File: config.mk
export PLATFORM = sky130hd
export DESIGN_NAME = frontend_backend_fifo
export DESIGN_NICKNAME = d
export VERILOG_FILES = /design/src/rtl/frontend_backend_fifo.sv
export SDC_FILE = /design/constraint.sdc
export NUM_CORES = 1
export LEC_CHECK = 0
export BUFFER_PORTS_ARGS = -buffer_cell sky130_fd_sc_hd__buf_2
export CAP_MARGIN = 20
export CORE_MARGIN = 3
export CORE_UTILIZATION = 65
export CTS_CLUSTER_DIAMETER = 120
export DETAILED_ROUTE_END_ITERATION = 8
export PLACE_DENSITY = 0.95
export SETUP_SLACK_MARGIN = 0.02
export SKIP_LAST_GASP = 1
export SLEW_MARGIN = 20
export SYNTH_ARGS = -nofsm -noshare
export SYNTH_HDL_FRONTEND = slang
export SYNTH_SLANG_ARGS = --single-unit
File: constraint.sdc
create_clock -name clk -period 29.4 [get_ports clk]
set_clock_uncertainty 0.2 [all_clocks]
set_input_delay 2.94 -clock clk [delete_from_list [all_inputs] [get_ports clk]]
set_output_delay 2.94 -clock clk [all_outputs]
set_load 0.01 [all_outputs]
File: src/rtl/frontend_backend_fifo.sv
// -----------------------------------------------------------------------------
// frontend_backend_fifo
//
// Decoupling queue between the frontend ISU stage and the backend execute
// stage. Accepts at most one frontend packet per cycle and returns them in
// program order over a valid/ready handshake. A pipeline flush discards every
// queued packet.
//
// Ports:
//   clk          clock; all state updates on the rising edge
//   rst          synchronous active-low reset
//   flush        pipeline flush (redirect); empties the queue, wins over push/pop
//   in_packet    packet from the frontend; its leading valid bit marks a real op
//   in_stall     frontend ISU hazard stall; in_packet is being held, do not take it
//   backend_busy backpressure to the frontend; 1 when the queue is full
//   out_packet   head entry, all zeros when the queue is empty
//   out_valid    head entry is valid
//   out_ready    backend consumes the head entry this cycle
//   fifo_count   current occupancy, 0..DEPTH
// -----------------------------------------------------------------------------

package frontend_pkg;

   // valid is the most significant field so that it leads the packed vector.
   typedef struct packed {
      logic        valid;
      logic [31:0] pc;
      logic [31:0] instr;
      logic [31:0] rs1_val;
      logic [31:0] rs2_val;
      logic [4:0]  rd;
   } frontend_packet_t;

endpackage

module frontend_backend_fifo
   import frontend_pkg::*;
#(
   parameter int unsigned DEPTH = 8
) (
   input  logic                                 clk,
   input  logic                                 rst,
   input  logic                                 flush,
   input  logic [$bits(frontend_packet_t)-1:0]  in_packet,
   input  logic                                 in_stall,
   output logic                                 backend_busy,
   output logic [$bits(frontend_packet_t)-1:0]  out_packet,
   output logic                                 out_valid,
   input  logic                                 out_ready,
   output logic [$clog2(DEPTH):0]               fifo_count
);

   localparam int unsigned PtrW = $clog2(DEPTH);
   localparam int unsigned CntW = PtrW + 1;

   if (DEPTH < 2 || (DEPTH & (DEPTH - 1)) != 0) begin : g_depth_check
      $error("frontend_backend_fifo: DEPTH must be a power of two and at least 2");
   end

   frontend_packet_t in_pkt;
   frontend_packet_t mem_q [DEPTH];

   logic [PtrW-1:0] rd_ptr_q, rd_ptr_d;
   logic [PtrW-1:0] wr_ptr_q, wr_ptr_d;
   logic [CntW-1:0] count_q,  count_d;

   logic full;
   logic push;
   logic pop;

   assign in_pkt = frontend_packet_t'(in_packet);

   // Status is derived from registered state only, so backend_busy has no
   // combinational path from out_ready or in_packet.
   assign full      = (count_q == CntW'(DEPTH));
   assign out_valid = (count_q != '0);

   // A full queue refuses a push even when a pop happens in the same cycle;
   // the frontend sees backend_busy and holds its packet for the next cycle.
   assign push = in_pkt.valid & ~in_stall & ~full & ~flush;
   assign pop  = out_valid & out_ready & ~flush;

   always_comb begin
      rd_ptr_d = rd_ptr_q;
      wr_ptr_d = wr_ptr_q;
      count_d  = count_q;

      if (flush) begin
         rd_ptr_d = '0;
         wr_ptr_d = '0;
         count_d  = '0;
      end else begin
         // Pointers are PtrW bits wide and DEPTH is a power of two, so the
         // increment wraps from DEPTH-1 to 0 without extra logic.
         if (push) begin
            wr_ptr_d = wr_ptr_q + PtrW'(1);
         end
         if (pop) begin
            rd_ptr_d = rd_ptr_q + PtrW'(1);
         end
         unique case ({push, pop})
            2'b10:   count_d = count_q + CntW'(1);
            2'b01:   count_d = count_q - CntW'(1);
            default: count_d = count_q;
         endcase
      end
   end

   always_ff @(posedge clk) begin
      if (!rst) begin
         rd_ptr_q <= '0;
         wr_ptr_q <= '0;
         count_q  <= '0;
      end else begin
         rd_ptr_q <= rd_ptr_d;
         wr_ptr_q <= wr_ptr_d;
         count_q  <= count_d;
      end
   end

   // Storage is not reset; only slots between rd_ptr and wr_ptr are ever read.
   always_ff @(posedge clk) begin
      if (push) begin
         mem_q[wr_ptr_q] <= in_pkt;
      end
   end

   always_comb begin
      out_packet = '0;
      if (out_valid) begin
         out_packet = mem_q[rd_ptr_q];
      end
   end

   assign backend_busy = full;
   assign fifo_count   = count_q;

   // Simulation-only sanity checks.
   a_count_bound: assert property (@(posedge clk) disable iff (!rst)
      count_q <= CntW'(DEPTH));

   a_no_empty_pop: assert property (@(posedge clk) disable iff (!rst)
      !(pop && count_q == '0));

   a_head_stable: assert property (@(posedge clk) disable iff (!rst)
      (out_valid && !out_ready && !flush) |=> $stable(out_packet));

endmodule

==> results.yml <==
detailed_routing:
  antenna_left: 0
  first_pass_iters: 5
  vias: 20079
  finalWirelength_um: 97000
  dr.first_iter.drc_count: 2572
  routedWlPerCell_um: 31.9
  drc_errors: 0
  via_per_inst: 6.61
critical_path:
  critical_path_arrival_ns: 4.48
  r2r_end: "mem_q[3][19]$_DFFE_PP_"
  reg2reg_from: "fifo_count[0]$_SDFFE_PP0P_"
  setup.worst_path.end: "out_packet[71]"
  start_kind: "flip-flop"
  crit_type: "reg -> out"
  crit_fanout: 54
  endpoint_kind: "output port"
  r2r_cells: 7
  rrSetupSlack_ns: 25.16
  crit_required_ns: 26.26
timing:
  final_hold_viol_count: 0
  timing.final.ws_setup_ns: 21.78
  period_minus_slack_ns: 7.62
  drv_slew: 0
  fin_setup_tns_ns: 0
  relSlewSlack: 0.154
  setup_violations: 0
  tightest_slew_ns: 1.27
  holdWs_ns: 0.278
  fin_crit_sh: 0.259
  grt_setup_unrepaired: "no"
  fmax_ghz: 0.131
layout:
  area_delta_synth_final_pct: 13.7
  final_nets: 2239
  fillers: 3149
  drive_gt1_frac: 0.338
job:
  max-cap-violations: 0
yosys:
  yosysTopAreaCell: "edfxtp_1"
  syn_inst: 1777
  synth_top_family_by_area: "multiplexers"
  yosys_warnings: 0
  synth-compound-area-share: 0.00121
  yosysMostFrequentCell: "edfxtp_1"
  synth-simple-area-share: 0.0177
  synth_area_leaders: "edfxtp_1, mux4_2, mux2i_1, nor2_1, buf_6"
  muxShareOfSynthArea: 0.179
  async_flop_share: 0
  syn_nets: 1921
  synth_fa_ha_area_frac: 0.00151
  ys.flop_type: "edfxtp_1"
  synthDistinctLibCells: 32
  synth-edff-count: 1072
  synth_common_cells: "edfxtp_1, mux4_2, nor2_1"
  synth_top_area_frac: 0.778
  synthesis.area_um2: 41400
  syn_area_per_cell_um2: 23.3
  synth-xor-area-share: 0.00127
  ys_seq_area_frac: 0.785
  synth-seq-cells: 1085
clocking:
  cts_setup_buffers: 0
  clkSlewWorstSetupHoldPaths_ns: 0.06
  htree_levels: 3
  cts_max_path_buffers: 3
  cts_resized: 0
  clockRootBuffer: "clkbuf_16"
  hold_buffers: 0
  cts.sinks: 1085
  numCtsBuffers: 102
  clock_latency_ns: 0.65
  cts_tree: "yes"
power:
  leakagePower_uw: 0.0148
  ir_drop_mv: 0.0698
  p_total_uw: 3080
  p_per_area_nw_per_um2: 65.6
place:
  dp_hpwl_um: 47900
  portBuffers: 278
  gp_congestion: 0.737
  pre_cts_ws_ns: 22.09
run_status:
  status: "completed"
global_route:
  antenna_found_initial: 22
  grt.total_usage: 0.288
  grt_pass1_vias: 20724
  grt_max_degree: 136
  grt_first_pass_wirelength_um: 140000
  grt_overflow: 0
die:
  rows: 91
  die_h_um: 258
  core_area_um2: 62300
  initial_core_util: 0.664
  die_w_um: 258
  num_io_pins: 279
  die_area_um2: 66700
hold_path:
  hold_path_class: "reg -> reg"
[state kept, by name, summed over array words and instances (netlist names), named ones only]
signal and flops:
mem_q 1072, fifo_count 4, rd_ptr_q 3, wr_ptr_q 3
[worst min-delay path by stage]
stage	slack [ns]	cells after the start	startpoint	end
6_report	0.28	2	rd_ptr_q[1]$_SDFFE_PP0P_	flip-flop
5_1_grt	0.32	2	wr_ptr_q[0]$_SDFFE_PP0P_	wr_ptr_q[0]$_SDFFE_PP0P_
4_1_cts	0.28	2	rd_ptr_q[1]$_SDFFE_PP0P_	flip-flop
3_5_place_dp	0.27	2	rd_ptr_q[1]$_SDFFE_PP0P_	flip-flop
3_3_place_gp	0.26	2	rd_ptr_q[1]$_SDFFE_PP0P_	flip-flop
2_1_floorplan	0.25	2	wr_ptr_q[0]$_SDFFE_PP0P_	wr_ptr_q[0]$_SDFFE_PP0P_
[report_power, final]
| part | internal [uW] | leakage, uW | switching (uW) | total [uW] |
|---|---|---|---|---|
| clock network | 744 | 0.00161 | 571 | 1320 |
| logic | 20.6 | 0.00345 | 40.7 | 61.3 |
| registers | 1700 | 0.00976 | 2.72 | 1710 |
[kinds of logic after synthesis]
| family | after synthesis |
|---|---|
| adder cells (fa/ha/maj) | 5 |
| XOR/XNOR | 6 |
| AO/OA/AOI/OAI | 8 |
| multiplexers | 404 |
| flip-flops | 1085 |
| AND/OR/NAND/NOR | 175 |
| buffers and inverters | 94 |
[cells in the final DEF, fill, tap and decap left out, drive strengths merged]
master and instances:
a2111oi 1, a21oi 4, buf 306, bufinv 11
clkbuf 123, clkinv 43, clkinvlp 9, dfxtp 13
diode 18, edfxtp 1072, ha 5, inv 7
mux2i 136, mux4 268, nand2 5, nand2b 6
nand3 3, nand3b 2, nor2 149, nor2b 1
nor3 2, nor3b 1, nor4 2, nor4b 2
o21ai 1, o31ai 1, o41ai 1, or2 1
or3 1, xor2 6
[worst max-delay path: stages, from the launching register on]
cell and delay (ns):
dfxtp_4 0.95, buf_4 0.90, buf_6 0.69, mux4_2 0.60, mux2i_1 0.31, nor2_1 0.09
buf_2 0.19
[stage by stage]
| step | std cells | cell area [um2] | util |
|---|---|---|---|
| 2_1_floorplan | 1777 | 41400 | - |
| 5_1_grt | 3028 | 47000 | 0.755 |
| 3_3_place_gp | 2822 | 43500 | 0.698 |
| 6_report | 3037 | 47000 | 0.755 |
| 3_5_place_dp | 2824 | 43500 | 0.699 |
| 4_1_cts | 3015 | 46900 | 0.753 |
[area by class of cell]
type / count / area (um2) / area share
sequential: 1085 / 32500 / 0.690
multi-input combinational: 598 / 8350 / 0.178
clock buffer: 123 / 2650 / 0.0564
timing repair buffer: 306 / 1790 / 0.0380
tap: 837 / 1050 / 0.0223
clock inverter: 68 / 681 / 0.0145
antenna: 18 / 45.0 / 0.000958
inverter: 2 / 7.51 / 0.000160
[per-layer routing]
metal,up-vias,part of all wire,GRT usage
met5,-,0.00073,0
met3,216,0.084,0.0558
li1,8094,-,-
met4,12,0.030,0.0803
met1,10556,0.34,0.383
met2,1201,0.54,0.497
Note: power is estimated with default switching activity, not from simulation.
